==> config.mk <==
export PLATFORM = sky130hd
export DESIGN_NAME = bcd_sum_display
export DESIGN_NICKNAME = d
export VERILOG_FILES = /design/src/rtl/bcd_disp_pkg.sv /design/src/rtl/bcd_seg_decode.sv /design/src/rtl/bcd_sum_display.sv
export SDC_FILE = /design/constraint.sdc
export NUM_CORES = 1
export LEC_CHECK = 0
export CAP_MARGIN = 15
export CORE_AREA = 2 2 88 90
export DETAILED_ROUTE_END_ITERATION = 10
export DIE_AREA = 0 0 90 92
export PLACE_DENSITY = 0.74
export SETUP_SLACK_MARGIN = 0.2
export SYNTH_ARGS = -nofsm -noshare
export SYNTH_HDL_FRONTEND = slang
export SYNTH_HIERARCHICAL = 1
export SYNTH_SLANG_ARGS = --single-unit
export TNS_END_PERCENT = 5
==> constraint.sdc <==
create_clock -name clk -period 5 [get_ports clk]
set_clock_uncertainty 0.1 [all_clocks]
set_input_delay 0.75 -clock clk [delete_from_list [all_inputs] [get_ports clk]]
set_output_delay 0.75 -clock clk [all_outputs]
set_load 0.1 [all_outputs]
==> src/rtl/bcd_disp_pkg.sv <==
// Shared constants and types for the BCD sum display.
// Segment patterns are active-low {g,f,e,d,c,b,a}.
package bcd_disp_pkg;

  localparam int NUM_DIGITS = 5;

  localparam logic [6:0] SEG_OFF = 7'h7F;
  localparam logic [6:0] SEG_E   = 7'h06;
  localparam logic [6:0] SEG_0   = 7'h40;
  localparam logic [6:0] SEG_1   = 7'h79;
  localparam logic [6:0] SEG_2   = 7'h24;
  localparam logic [6:0] SEG_3   = 7'h30;
  localparam logic [6:0] SEG_4   = 7'h19;
  localparam logic [6:0] SEG_5   = 7'h12;
  localparam logic [6:0] SEG_6   = 7'h02;
  localparam logic [6:0] SEG_7   = 7'h78;
  localparam logic [6:0] SEG_8   = 7'h00;
  localparam logic [6:0] SEG_9   = 7'h10;

  typedef logic [2:0] idx_t;
  typedef logic [3:0] nib_t;

  function automatic logic is_bad(nib_t n);
    return n > 4'd9;
  endfunction

endpackage

==> src/rtl/bcd_seg_decode.sv <==
// Nibble to active-low 7-segment glyph.
// Non-BCD nibbles render as "E".
module bcd_seg_decode
  import bcd_disp_pkg::*;
(
  input  logic [3:0] nib,
  output logic [6:0] seg
);

  // glyph lookup, anything above 9 falls to "E"
  always_comb begin
    seg = SEG_E;
    case (nib)
      4'd0:    seg = SEG_0;
      4'd1:    seg = SEG_1;
      4'd2:    seg = SEG_2;
      4'd3:    seg = SEG_3;
      4'd4:    seg = SEG_4;
      4'd5:    seg = SEG_5;
      4'd6:    seg = SEG_6;
      4'd7:    seg = SEG_7;
      4'd8:    seg = SEG_8;
      4'd9:    seg = SEG_9;
      default: seg = SEG_E;
    endcase
  end

endmodule

==> src/rtl/bcd_sum_display.sv <==
// Scans a captured BCD sum plus carry onto five
// multiplexed 7-segment digits, swapping values per frame.
module bcd_sum_display
  import bcd_disp_pkg::*;
#(
  parameter int LENGTH  = 16,
  parameter int CLK_DIV = 50000
) (
  input  logic              clk,
  input  logic              rst_n,
  input  logic              load,
  input  logic [LENGTH-1:0] y,
  input  logic              cout,
  input  logic              blank_lz,
  output logic [6:0]        seg,
  output logic              dp,
  output logic [4:0]        an,
  output logic              err,
  output logic              frame_done
);

  localparam int PW = (CLK_DIV > 1) ? $clog2(CLK_DIV) : 1;
  localparam int DW = LENGTH + 1;

  logic [PW-1:0] pcnt;
  idx_t          idx, idx_nxt;
  logic          tick, wrap;
  logic [DW-1:0] shadow, disp, disp_nxt;
  logic          pending, pending_nxt;
  logic          live;
  logic [3:0]    nib;
  logic [6:0]    glyph;
  logic [4:0]    onehot;
  logic          blank, bad;
  logic [4:0]    nz, lead;

  assign dp   = 1'b1;
  assign tick = (pcnt == PW'(CLK_DIV - 1));
  assign wrap = tick && (idx == 3'd4);

  // next scan index
  always_comb begin
    idx_nxt = idx;
    if (wrap)      idx_nxt = 3'd0;
    else if (tick) idx_nxt = idx + 3'd1;
  end

  // frame-boundary swap of the shadow into the display
  always_comb begin
    disp_nxt    = disp;
    pending_nxt = pending;
    if (wrap) begin
      pending_nxt = 1'b0;
      if (load)         disp_nxt = {cout, y};
      else if (pending) disp_nxt = shadow;
    end else if (load) begin
      pending_nxt = 1'b1;
    end
  end

  // zero detection, leading-zero chain and bad-nibble flag
  always_comb begin
    bad = 1'b0;
    for (int k = 0; k < 4; k++) begin
      nz[k] = |disp_nxt[4*k +: 4];
      bad   = bad | is_bad(disp_nxt[4*k +: 4]);
    end
    nz[4]   = disp_nxt[LENGTH];
    lead    = '0;
    lead[4] = !nz[4];
    for (int k = 3; k >= 1; k--)
      lead[k] = lead[k+1] && !nz[k];
  end

  // select the digit that the next slot will show
  always_comb begin
    nib    = {3'b000, disp_nxt[LENGTH]};
    onehot = 5'b10000;
    blank  = blank_lz && lead[4];
    case (idx_nxt)
      3'd0: begin
        nib    = disp_nxt[3:0];
        onehot = 5'b00001;
        blank  = 1'b0;
      end
      3'd1: begin
        nib    = disp_nxt[7:4];
        onehot = 5'b00010;
        blank  = blank_lz && lead[1];
      end
      3'd2: begin
        nib    = disp_nxt[11:8];
        onehot = 5'b00100;
        blank  = blank_lz && lead[2];
      end
      3'd3: begin
        nib    = disp_nxt[15:12];
        onehot = 5'b01000;
        blank  = blank_lz && lead[3];
      end
      default: ;
    endcase
  end

  bcd_seg_decode u_dec (
    .nib (nib),
    .seg (glyph)
  );

  // prescaler and scan counter
  always_ff @(posedge clk or negedge rst_n) begin
    if (!rst_n) begin
      pcnt <= '0;
      idx  <= '0;
    end else begin
      pcnt <= tick ? '0 : pcnt + 1'b1;
      idx  <= idx_nxt;
    end
  end

  // shadow capture, pending flag, display value and error flag
  always_ff @(posedge clk or negedge rst_n) begin
    if (!rst_n) begin
      shadow  <= '0;
      pending <= 1'b0;
      disp    <= '0;
      err     <= 1'b0;
    end else begin
      if (load) shadow <= {cout, y};
      pending <= pending_nxt;
      disp    <= disp_nxt;
      err     <= bad;
    end
  end

  // digit drive refreshes at slot starts and on the first edge
  always_ff @(posedge clk or negedge rst_n) begin
    if (!rst_n) begin
      live       <= 1'b0;
      seg        <= SEG_OFF;
      an         <= 5'h1F;
      frame_done <= 1'b0;
    end else begin
      live       <= 1'b1;
      frame_done <= wrap;
      if (tick || !live) begin
        an  <= blank ? 5'h1F : ~onehot;
        seg <= blank ? SEG_OFF : glyph;
      end
    end
  end

endmodule

# Word level (Yosys, flattened, before mapping)
# Memories as Yosys holds them, arrays and structs flattened.
# Cells that the tools add are included.
# word_totals
register_bits	69
latch_bits	0
ramBits	0
rom_bits	112
mem_count	1
# mem_list
name	depth	width	rd	rd_clocked_by_memory_dff	wr	line	text
(name not given)	16	7	1	0	0	bcd_seg_decode.sv:13	case (nib)
# op_classes
addsub	2
n_mul	0
div_mod_pow	0
n_lt_le_gt_ge	4
eq_ne	5
n_shift	0
n_mux	13
bitwise_logic	4
n_reduce_logical	19
# ops
cell	n
2-to-1 mux 17 bit	3
one-hot mux 5 bit (4 select lines)	1
adder 16 x 1 -> 16 bit, second input constant	1
equality test 16 bit, second input constant	1
greater-than comparator 4 bit, second input constant	4
2-to-1 mux 16 bit	1
one-hot mux 4 bit (4 select lines)	1
OR reduction 4 bit	3
logical AND 1 bit	8
2-to-1 mux 7 bit	1
equality test 3 x 2 -> 1 bit, second input constant	2
2-to-1 mux 3 bit	2
logical NOT 1 bit	5
2-to-1 mux 5 bit	1
inverter 5 bit	1
one-hot mux 1 bit (4 select lines)	1
adder 3 x 1 -> 3 bit, second input constant	1
equality test 3 x 1 -> 1 bit, second input constant	1
equality test 3 bit, second input constant	1
logical NOT 3 bit	1
OR 1 bit	3
2-to-1 mux 1 bit	2
nonzero test 2 bit	1
logical OR 1 bit	1

# Depth between registers and ports, before layout
# Gate-level depths: netlist of the first run.
# depth
ltp_word	11
mapped_depth	18
ltp_nobuf	17

# Modules after synthesis
# Netlist of the first run, hierarchy kept.
# by_module_without_submodules
module	instances	cells_each	area_per_inst_um2
bcd_sum_display	1	312	3349.5
bcd_seg_decode	1	27	191.4

# Worst setup path after synthesis of the first run
# OpenSTA, ideal clock, no wires.
# synth_path
kind	reg2reg
start	register pcnt[11]
end	register seg[3]
setup_time_ns	0.073
arrival_time_ns	3.568
required_time_ns	4.827
path_slack_ns	1.259
stages_incl_launch_ff	18
path_buffers	2
period_less_slack_ns	3.741
cell_sequence	dfrtp_1 -> or4b_1 -> buf_2 -> nor4_2 -> and2_1 -> buf_2 -> mux2_2 -> a22oi_1 -> a21boi_0 -> a22oi_1 -> inv_1 -> ha_1 -> nand2b_1 -> a21oi_1 -> inv_1 -> nand2_1 -> o22ai_1 -> a21oi_1
# synth_lines
element	line	text
start, declared	bcd_sum_display.sv:25	logic [PW-1:0] pcnt;
start signal, assigned	bcd_sum_display.sv:116	pcnt <= tick ? '0 : pcnt + 1'b1;
equality test 16 bit	bcd_sum_display.sv:38	assign tick = (pcnt == PW'(CLK_DIV - 1));
logical AND 1 bit	bcd_sum_display.sv:39	assign wrap = tick && (idx == 3'd4);
2-to-1 mux 17 bit	bcd_sum_display.sv:52	if (wrap) begin
named net disp_nxt[0]	bcd_sum_display.sv:28	logic [DW-1:0] shadow, disp, disp_nxt;
one-hot mux 4 bit (4 select lines)	bcd_sum_display.sv:80	case (idx_nxt)
named net nib[0]	bcd_sum_display.sv:31	logic [3:0] nib;
memory (16 x 7 bit)	--	
named net glyph[3]	bcd_sum_display.sv:32	logic [6:0] glyph;
2-to-1 mux 7 bit	bcd_sum_display.sv:148	seg <= blank ? SEG_OFF : glyph;
end signal, assigned	bcd_sum_display.sv:148	
end, declared	bcd_sum_display.sv:15	output logic [6:0] seg,
# The timed path passes the listed nets, and every way through them passes these cells.
# A chain may end at the register's enable or synchronous reset.

# Worst setup path after layout of the first run
# layout_path
start	register pcnt[11]
end	register seg[3]
# layout_lines
element	line	text
equality test 16 bit *	bcd_sum_display.sv:38	
2-to-1 mux 3 bit / logical AND 1 bit (equally long branches)	bcd_sum_display.sv:45, bcd_sum_display.sv:39	
2-to-1 mux 3 bit *	bcd_sum_display.sv:44	if (wrap) idx_nxt = 3'd0;
named net idx_nxt[0]	bcd_sum_display.sv:26	idx_t idx, idx_nxt;
equality test 3 x 2 -> 1 bit, or another cell as far along	bcd_sum_display.sv:80	
one-hot mux 4 bit (4 select lines) *	bcd_sum_display.sv:80	
named net nib[0]	bcd_sum_display.sv:31	
memory (16 x 7 bit) *	--	
named net glyph[3]	bcd_sum_display.sv:32	
2-to-1 mux 7 bit *	bcd_sum_display.sv:148	
# The timed path passes the listed nets; every way through them passes the cells marked *.

==> results of run 1 <==
==> cells in the final DEF (no fill, tap or decap), types with 3 or more instances in the layout <==
| cell type | n |
|---|---|
| clkbuf_8 | 9 |
| inv_1 | 16 |
| a22oi_1 | 5 |
| mux2_2 | 25 |
| nor2_1 | 26 |
| nor4_1 | 3 |
| nand2_1 | 28 |
| buf_4 | 4 |
| xor2_1 | 9 |
| a21oi_1 | 22 |
| or2_1 | 3 |
| nand3_1 | 11 |
| o22ai_1 | 11 |
| and2_1 | 3 |
| xnor2_1 | 3 |
| nand2b_1 | 5 |
| ha_1 | 8 |
| or4_1 | 3 |
| dfrtp_1 | 57 |
| clkdlybuf4s50_1 | 33 |
| o21ai_0 | 19 |
| nor3_1 | 3 |
| clkinv_4 | 3 |
| and3_1 | 8 |
| dfstp_2 | 12 |
| mux2i_1 | 11 |
==> cell type report <==
cell class	count	area share, %
Sequential cell	69	41.7
Clock buffer	9	2.97
Timing Repair Buffer	39	8.93
Inverter	16	1.44
Clock inverter	7	1.80
Tap cell	102	3.06
Multi-Input combinational cell	242	40.1
==> worst max-delay path, stage by stage, from the launching register on <==
cell	delay (ps)
dfrtp_1	430
or4b_1	670
nor4_4	470
mux2i_1	600
inv_1	130
nor2_1	270
a21boi_0	140
a22oi_1	330
inv_1	140
ha_1	320
nand2b_1	140
a21oi_1	170
inv_1	70
nand2_1	50
o22ai_1	80
a21oi_1	150
==> through the flow <==
stage | instance area (um^2) | utilization (%)
after detailed placement | 3970 | 53.3
after floorplan | 3540 | -
after CTS | 4170 | 56.0
final | 4180 | 56.1
after global placement | 3970 | 53.3
after global routing | 4180 | 56.1
==> state kept, by name (all words and copies together) (netlist names) <==
name,count
disp,17
shadow,17
pcnt,16
seg,7
an,5
idx,3
err,1
frame_done,1
live,1
pending,1
==> per-layer routing <==
metal	global-route usage (%)	part of all wire (%)
met4	8.72	1.5
met5	0	0
met3	4.27	4.7
met2	29.2	45
met1	25.9	48
==> power by group through the flow <==
stage | logic [mW] | registers (mW) | clock network, mW
6_report | 0.109 | 0.586 | 0.450
4_1_cts | 0.111 | 0.586 | 0.464
3_3_place_gp | 0.109 | 0.596 | 0
2_1_floorplan | 0.0376 | 0.625 | 0
3_5_place_dp | 0.110 | 0.597 | 0
5_1_grt | 0.118 | 0.589 | 0.488
==> kinds of logic (layout without fill, tap and decap cells) <==
logic type / Yosys count / count (layout)
AOI/OAI and AO/OA: 74 / 74
adders and majority gates: 8 / 8
other: 1 / 2
xor gates and xnor gates: 12 / 12
muxes: 36 / 36
DFF: 69 / 69
buffers and inverters: 29 / 71
and+or+nand+nor: 110 / 110
==> how the worst min path moves through the flow <==
stage                              endpoint               from  slack [ps]
after global placement    pcnt[0]$_DFF_PN0_  pcnt[0]$_DFF_PN0_         350
after detailed placement  pcnt[0]$_DFF_PN0_  pcnt[0]$_DFF_PN0_         370
final                     pcnt[0]$_DFF_PN0_  pcnt[0]$_DFF_PN0_         370
after CTS                 pcnt[0]$_DFF_PN0_  pcnt[0]$_DFF_PN0_         380
after global routing      pcnt[0]$_DFF_PN0_  pcnt[0]$_DFF_PN0_         400
after floorplan           pcnt[0]$_DFF_PN0_  pcnt[0]$_DFF_PN0_         330
==> reports/metrics.yaml, run 1 <==
ios: 36
p_comb_share_pct: 9.5
worstSetupStartpoint: "pcnt[11]$_DFF_PN0_"
p_total_mw: 1.15
cts_buffers: 9
fin_setup_tns_ps: 0
p_sw_share_pct: 25.7
placementRows: 32
synthSimpleGateAreaFrac_pct: 16.6
clkSlewWorstSetupHoldPaths_ps: 80
hold_buffers: 0
synth_commonest_cells: "57 x dfrtp_1, 28 x nand2_1, 26 x nor2_1, 25 x mux2_2, 22 x a21oi_1"
period_minus_slack_ps: 4330
syn2layout_area_growth_pct: 18.0
placed_cells: 467
setup_viol: 0
cts.htree.levels: 3
hold_viol: 0
crit_end: "seg[3]$_DFFE_PN1P_"
num_vias: 2695
core-area_mm2: 0.00745
hold_slack_ps: 367
layout-drive-gt1-share_pct: 18.1
seq_power_share_pct: 51.2
cts-root-buf: "clkbuf_8"
grt_pass1_vias: 2634
first_pass_iters: 4
wirelength_um: 7300
drt-initial-drc-count: 143
yosysWarnings: 6
cts_setup_buffers: 0
clkLatencyLatePin_ps: 350
intPower_uw: 851
power.switching_uw: 295
wire_per_inst_um: 15.1
dp_slack_ps: 687
ys_top_cells_by_area: "dfrtp_1 40%, dfstp_2 8.9%, mux2_2 8.0%"
pwr-share-clk_pct: 39.3
ant_nets: 0
r2r_cells: 15
worst_pin_slew_ps: 1020
regArea_mm2: 0.00174
cts_tree: "built"
nFillCells: 683
postSynthAreaPerCell_um2: 10.4
cp.required_ps: 5170
hold_depth: 1
stdcell_count: 484
post_cts_resized: 0
grt_max_degree: 46
diodes: 0
synth_cells: 339
p_per_area_mw_per_mm2: 274
grt_pass1_wl_um: 12500
endpoint_kind: "flip-flop"
multi_input_area_mm2: 0.00168
criticalPathCategory: "flip-flop to flip-flop"
peakVddDrop_uv: 127
slew_viol_final: 0
antenna_found_initial: 0
grt_overflow_total: 0
synthXorXnorAreaFrac_pct: 2.97
synth.distinct_cells: 52
grt_usage_pct: 19.0
r2r-end: "seg[3]$_DFFE_PN1P_"
vias_per_cell: 5.57
die_x_um: 90
final.setup.worst_slack_ps: 675
fin_nets: 406
reg2reg_from: "pcnt[11]$_DFF_PN0_"
synth_top_area_share_pct: 40.3
yosysMostFrequentCell: "dfrtp_1"
cap_violations: 0
cts_sinks: 69
async_reset_ff_share_pct: 100
grt_setup_unrepaired: "false"
hp-class: "flip-flop to flip-flop"
gp_congestion: 0.802
die_area_mm2: 0.00828
status: "finished clean"
worstSetupStartpointType: "flip-flop"
start_util_pct: 47.5
worst_ep_arrival_time_ps: 4500
max_clock_freq_ghz: 0.231
muxShareOfSynthArea_pct: 11.1
ys_seq_area_share_pct: 49.2
post_synth_fa_ha_maj_area_fraction_pct: 2.83
synth_edf_count: 0
leakage_nw: 1.81
die_y_um: 92
slew_headroom_pct: 32.3
syn-cell-area_mm2: 0.00354
finalCritPeriodShare_pct: 86.5
ys_ff_latch: 69
io_buffers: 34
drc: 0
reg2reg_slack_ps: 670
yosysTopAreaCell: "dfrtp_1"
synth_top_family_by_area: "simple AND/OR/NAND/NOR gates"
crit_fanout: 6
ys.flop_type: "dfrtp_1"
cts_max_path_buffers: 2
dp.final_hpwl_um: 5210
synth-compound-area-share_pct: 13.6
Power figures use the tool's default switching activity.
==> run 2, diff against run 1 <==
--- a/config.mk
+++ b/config.mk
@@ -6,9 +6,10 @@
 export NUM_CORES = 1
 export LEC_CHECK = 0
 export CAP_MARGIN = 15
-export CORE_AREA = 2 2 88 90
+export CORE_AREA = 3 3 89 91
 export DETAILED_ROUTE_END_ITERATION = 10
-export DIE_AREA = 0 0 90 92
+export DIE_AREA = 0 0 92 94
+export GPL_TIMING_DRIVEN = 0
 export PLACE_DENSITY = 0.74
 export SETUP_SLACK_MARGIN = 0.2
 export SYNTH_ARGS = -nofsm -noshare
==> run 2 against run 1 <==
Fmax is 1.8% higher. Non-clock buffer count rose by 7. Global-route usage fell by 1.4 points. Core utilization rose by 2.4 points. Cell count grew 0.83%. Power is 4.4% higher. Clock power is 11% higher. Sequential power is essentially flat.
==> reports/metrics.yaml, run 2 (synthesized netlist as in run 1, its figures left out) <==
leakage_nw: 1.81  # +0.40%
io_buffers: 33  # -2.9%
wirelength_um: 7350  # +0.71%
period_minus_slack_ps: 4250  # -77.3 ps
intPower_uw: 900  # +5.8%
syn2layout_area_growth_pct: 19.2
ios: 36  # unchanged
seq_power_share_pct: 49.0  # -2.2 points
layout-drive-gt1-share_pct: 18.0  # -0.068 points
dp.final_hpwl_um: 5140  # -1.3%
clkLatencyLatePin_ps: 340  # about the same
worstSetupStartpointType: "flip-flop"
worst_pin_slew_ps: 974  # -41.4 ps
fin_area_mm2: 0.00422  # +1.0%
die_x_um: 92  # +2.2%
endpoint_kind: "flip-flop"
cp.required_ps: 5170  # about the same
fin_nets: 413  # +1.7%
die_y_um: 94  # +2.2%
reg.largest.list: "disp: 17 flops, shadow: 17 flops, pcnt: 16 flops"
start_util_pct: 49.1  # +1.5 points
cap_violations: 0  # unchanged
met2_usage_pct: 28.5  # -0.67 points
crit_fanout: 10  # +4
cts_tree: "built"
status: "finished clean"
peakVddDrop_uv: 146  # +15%
clkSlewWorstSetupHoldPaths_ps: 80  # about the same
busiest_layer: "met2"
cts_sinks: 69  # unchanged
slew_viol_final: 0  # unchanged
gp_congestion: 0.812  # +1.3%
place_area_mm2: 0.00400  # +0.66%
finalCritPeriodShare_pct: 85.0  # -1.5 points
antenna_found_initial: 0  # unchanged
ant_nets: 0  # unchanged
regArea_mm2: 0.00174  # unchanged
hold_viol: 0  # unchanged
drc: 0  # unchanged
num_vias: 2691  # -0.15%
layout_common_cells: "57 x dfrtp_1, 32 x clkdlybuf4s50_1, 28 x nand2_1"
grt_usage_pct: 17.7  # -1.4 points
die_area_mm2: 0.00865  # +4.4%
power.switching_uw: 296  # +0.42%
max_clock_freq_ghz: 0.235  # +1.8%
cts-root-buf: "clkbuf_8"
fin_setup_tns_ps: 0  # unchanged
slew_headroom_pct: 34.9  # +2.6 points
hold_slack_ps: 354  # -12.8 ps
grt_max_degree: 70  # +52%
drt-initial-drc-count: 174  # +22%
pwr-share-clk_pct: 41.8  # +2.5 points
p_comb_share_pct: 9.2  # -0.3 points
met1_usage_pct: 23.9  # -2.0 points
hold_buffers: 0  # unchanged
setup_viol: 0  # unchanged
grt_pass1_wl_um: 12100  # -3.1%
diodes: 0  # unchanged
cts_buffers: 9  # unchanged
layout_commonest_cell: "dfrtp_1"
hp-class: "flip-flop to flip-flop"
grt_overflow_total: 0  # unchanged
worst_ep_arrival_time_ps: 4420  # -80 ps
first_pass_iters: 4  # unchanged
vias_per_cell: 5.51  # -0.97%
post_cts_resized: 0  # unchanged
p_per_area_mw_per_mm2: 283  # +3.3%
nFillCells: 622  # -8.9%
grt_pass1_vias: 2617  # -0.65%
p_sw_share_pct: 24.7  # -0.98 points
multi_input_area_mm2: 0.00168  # unchanged
grt_setup_unrepaired: "false"
cts_setup_buffers: 0  # unchanged
cts_max_path_buffers: 2  # unchanged
met3_usage_pct: 4.49  # +0.21 points
cts.htree.levels: 3  # unchanged
criticalPathCategory: "flip-flop to flip-flop"
placementRows: 31  # -3.1%
wire_per_inst_um: 15.1  # -0.11%
core-area_mm2: 0.00721  # -3.1%
run 2: cell count changes in the layout (fill, tap and decap cells not counted), sizes merged:
cell	before	now
bufinv	1	2
buf	5	8
clkdlybuf4s50	33	32
clkinv	5	2
inv	17	16
clkinvlp	0	3
clkbuf	10	15
run 2: through the flow:
stage	cells	power (mW)	worst slack [ps]	util (%)
6_report	488	1.20	752	58.5
5_1_grt	488	1.24	420	58.5
4_1_cts	488	1.21	803	58.5
3_5_place_dp	472	0.706	595	55.4
3_3_place_gp	472	0.703	682	55.4
2_1_floorplan	340	0.663	1260	-
run 2: worst paths after layout:
kind | from | slack [ps] | depth (start not counted) | end
worst max register to register | pcnt[11]$_DFF_PN0_ | 750 | 17 | seg[3]$_DFFE_PN1P_
worst max-delay path | pcnt[11]$_DFF_PN0_ | 750 | 17 | seg[3]$_DFFE_PN1P_
worst min-delay path | pcnt[0]$_DFF_PN0_ | 350 | 1 | pcnt[0]$_DFF_PN0_
min in group asynchronous | rst_n | 420 | 1 | shadow[0]$_DFFE_PN0P_
max in group asynchronous | rst_n | 3820 | 1 | shadow[12]$_DFFE_PN0P_
worst min register to register | pcnt[0]$_DFF_PN0_ | 350 | 1 | pcnt[0]$_DFF_PN0_
run 2: layer usage:
metal | part of all wire [%] | up-vias
met5 | 0 | -
met4 | 0.82 | 0
met3 | 3.9 | 11
met2 | 47 | 60
met1 | 49 | 1323
li1 | - | 1297
run 2: layout make-up:
class	count	share of cell area (%)
flip-flops and latches	69	41.3
plain buffers	13	1.60
repair buffers	33	7.77
multi-input cells	242	39.7
clock inverters	7	2.37
inverters	16	1.42
clock buffers	9	2.94
well taps	99	2.94
run 2: power by group through the flow:
stage | Clock, mW | Combinational [mW] | Sequential (mW)
after floorplan | 0 | 0.0376 | 0.625
after global placement | 0 | 0.108 | 0.596
after detailed placement | 0 | 0.109 | 0.597
after CTS | 0.510 | 0.110 | 0.586
after global routing | 0.532 | 0.118 | 0.588
final | 0.501 | 0.110 | 0.586
run 2: worst max-delay path, stage by stage, from the launching register on:
cell and delay (ps):
dfrtp_1 430, or4b_1 520, buf_2 180, nor4_2 450, and2_1 270, buf_2 290
nand2_1 90, nand2_1 130, mux2i_1 90, o21ai_0 550, inv_1 180, ha_1 320
nand2b_1 140, a21oi_1 130, inv_1 60, nand2_1 60, o22ai_1 70, a21oi_1 130
==> run 3, diff against run 2 <==
--- a/config.mk
+++ b/config.mk
@@ -10,7 +10,7 @@
 export DETAILED_ROUTE_END_ITERATION = 10
 export DIE_AREA = 0 0 92 94
 export GPL_TIMING_DRIVEN = 0
-export PLACE_DENSITY = 0.74
+export PLACE_DENSITY = 0.76
 export SETUP_SLACK_MARGIN = 0.2
 export SYNTH_ARGS = -nofsm -noshare
 export SYNTH_HDL_FRONTEND = slang
==> constraint.sdc (replaced) <==
create_clock -name clk -period 3.9 [get_ports clk]
set_clock_uncertainty 0.1 [all_clocks]
set_input_delay 0.585 -clock clk [delete_from_list [all_inputs] [get_ports clk]]
set_output_delay 0.585 -clock clk [all_outputs]
set_load 0.1 [all_outputs]
==> run 3 against run 2 <==
Fmax is 20% higher. Core utilization grew 3.4 points. Clock power rose by 4%. Global-route usage is 1.2 points higher. Non-clock buffer count increased by 13. Flip-flop and latch count unchanged. Cell count rose by 2.7%. Critical endpoint is now seg[6]$_DFFE_PN1P_. Final area is 5.9% higher. Die area unchanged. First-iteration DRC count decreased by 33%. Combinational power increased by 30%.
==> reports/metrics.yaml, run 3 (synthesized netlist as in run 1, its figures left out) <==
met2_usage_pct: 31.5  # +3.0 points
reg.largest.list: "disp: 17 flops, shadow: 17 flops, pcnt: 16 flops"
wire_per_inst_um: 15.9  # +5.5%
slew_viol_final: 0  # unchanged
max_clock_freq_ghz: 0.283  # +20%
dp.final_hpwl_um: 5330  # +3.7%
io_buffers: 33  # unchanged
clkLatencyLatePin_ps: 350  # about the same
layout_commonest_cell: "dfrtp_1"
reg2reg_slack_ps: 370  # -380 ps
grt_pass1_vias: 2771  # +5.9%
num_vias: 2796  # +3.9%
hold_buffers: 0  # unchanged
cts_tree: "built"
p_total_mw: 1.41  # +18%
antenna_found_initial: 0  # unchanged
criticalPathCategory: "flip-flop to flip-flop"
p_per_area_mw_per_mm2: 317  # +12%
grt_max_degree: 70  # unchanged
slew_headroom_pct: 34.1  # -0.79 points
cts-root-buf: "clkbuf_8"
grt_usage_pct: 18.8  # +1.2 points
leakage_nw: 1.95  # +7.2%
worst_ep_arrival_time_ps: 3700  # -720 ps
hp-class: "input pin to async pin"
crit_fanout: 10  # unchanged
drt-initial-drc-count: 117  # -33%
cts_max_path_buffers: 2  # unchanged
peakVddDrop_uv: 190  # +30%
syn2layout_area_growth_pct: 26.2
core-area_mm2: 0.00721  # unchanged
busiest_layer: "met2"
placed_cells: 472  # unchanged
die_y_um: 94  # unchanged
ios: 36  # unchanged
r2r-end: "seg[6]$_DFFE_PN1P_"
diodes: 0  # unchanged
cap_violations: 0  # unchanged
grt_setup_unrepaired: "false"
cts_sinks: 69  # unchanged
fin_nets: 426  # +3.1%
setup_viol: 0  # unchanged
crit_end: "seg[6]$_DFFE_PN1P_"
endpoint_kind: "flip-flop"
finalCritPeriodShare_pct: 90.5  # +5.5 points
worstSetupStartpointType: "flip-flop"
cp.required_ps: 4070  # -1100 ps
die_x_um: 92  # unchanged
layout-drive-gt1-share_pct: 27.6  # +9.6 points
hold_viol: 0  # unchanged
period_minus_slack_ps: 3530  # -718 ps
grt_pass1_wl_um: 12900  # +6.4%
reg2reg_from: "pcnt[10]$_DFF_PN0_"
die_area_mm2: 0.00865  # unchanged
met1_usage_pct: 24.0  # +0.12 points
ant_nets: 0  # unchanged
r2r_cells: 16  # -1
clkSlewWorstSetupHoldPaths_ps: 90  # about the same
gp_congestion: 0.778  # -4.2%
worst_pin_slew_ps: 986  # +11.8 ps
layout_common_cells: "56 x dfrtp_1, 32 x clkdlybuf4s50_1, 28 x nand2_1"
start_util_pct: 49.1  # unchanged
vias_per_cell: 5.58  # +1.2%
status: "finished clean"
cts_buffers: 9  # unchanged
drc: 0  # unchanged
met3_usage_pct: 4.97  # +0.48 points
worstSetupStartpoint: "pcnt[10]$_DFF_PN0_"
placementRows: 31  # unchanged
cts.htree.levels: 3  # unchanged
stdcell_count: 501  # +2.7%
first_pass_iters: 4  # unchanged
grt_overflow_total: 0  # unchanged
wirelength_um: 7960  # +8.3%
[run 3: final cells by class]
type / instances / area [um^2]
Buffer: 13 / 90.1
Clock buffer: 9 / 124
Clock inverter: 7 / 50.0
Fill cell: 581 / 2750
Inverter: 16 / 60.1
Multi-Input combinational cell: 242 / 1830
Sequential cell: 69 / 1740
Tap cell: 99 / 124
Timing Repair Buffer: 46 / 443
[run 3: how the worst min path moves through the flow]
stage | start | to | slack (ps) | cells after the start
finish | rst_n | disp[1]$_DFF_PN0_ | 250 | 1
global route | rst_n | disp[1]$_DFF_PN0_ | 300 | 1
CTS | rst_n | disp[1]$_DFF_PN0_ | 270 | 1
detailed placement | pcnt[0]$_DFF_PN0_ | pcnt[0]$_DFF_PN0_ | 360 | 1
global placement | pcnt[0]$_DFF_PN0_ | pcnt[0]$_DFF_PN0_ | 340 | 1
floorplan | rst_n | disp[0]$_DFF_PN0_ | 190 | 0
[run 3: timing repair]
item / in CTS / in global routing
resized for setup: 16 / 29
gates cloned: 0 / 1
pin swaps: 3 / 6
setup buffers: 2 / 10
setup endpoints to repair: 7 / 7
[run 3: worst max-delay path: stages, from the launching register on]
cell	delay, ps
dfrtp_1	400
or4b_4	530
buf_8	160
nor4_4	290
and2_4	230
buf_8	120
buf_4	100
mux2_2	340
mux2i_1	160
o21ai_0	140
buf_6	170
or2_1	240
a21oi_1	140
inv_1	70
nand2_1	60
o22ai_1	70
a21oi_1	150
[run 3: through the flow]
| stage | hold slack (ps) | TNS, ps | utilization [%] | instance area, um^2 | worst slack, ps |
|---|---|---|---|---|---|
| 2_1_floorplan | 189 | 0 | - | 3550 | 211 |
| 5_1_grt | 301 | 0 | 61.9 | 4470 | 126 |
| 3_5_place_dp | 357 | -1450 | 55.5 | 4010 | -327 |
| 6_report | 249 | 0 | 61.9 | 4470 | 370 |
| 4_1_cts | 274 | 0 | 59.0 | 4260 | 211 |
| 3_3_place_gp | 339 | -5690 | 55.5 | 4010 | -247 |
[run 3: report_power, final]
part           switching (mW)  internal [mW]
logic                  0.0921         0.0511
clock network           0.287          0.232
registers             0.00920          0.743
total                   0.388           1.03
[run 3: routing by layer]
layer  part of all wire (%)  up-vias  routed length [um]
li1                       -     1318                   -
met1                     46     1368                3630
met2                     48       96                3820
met3                    5.2       14                 414
met4                    1.2        0                  97
met5                      0        -                   0
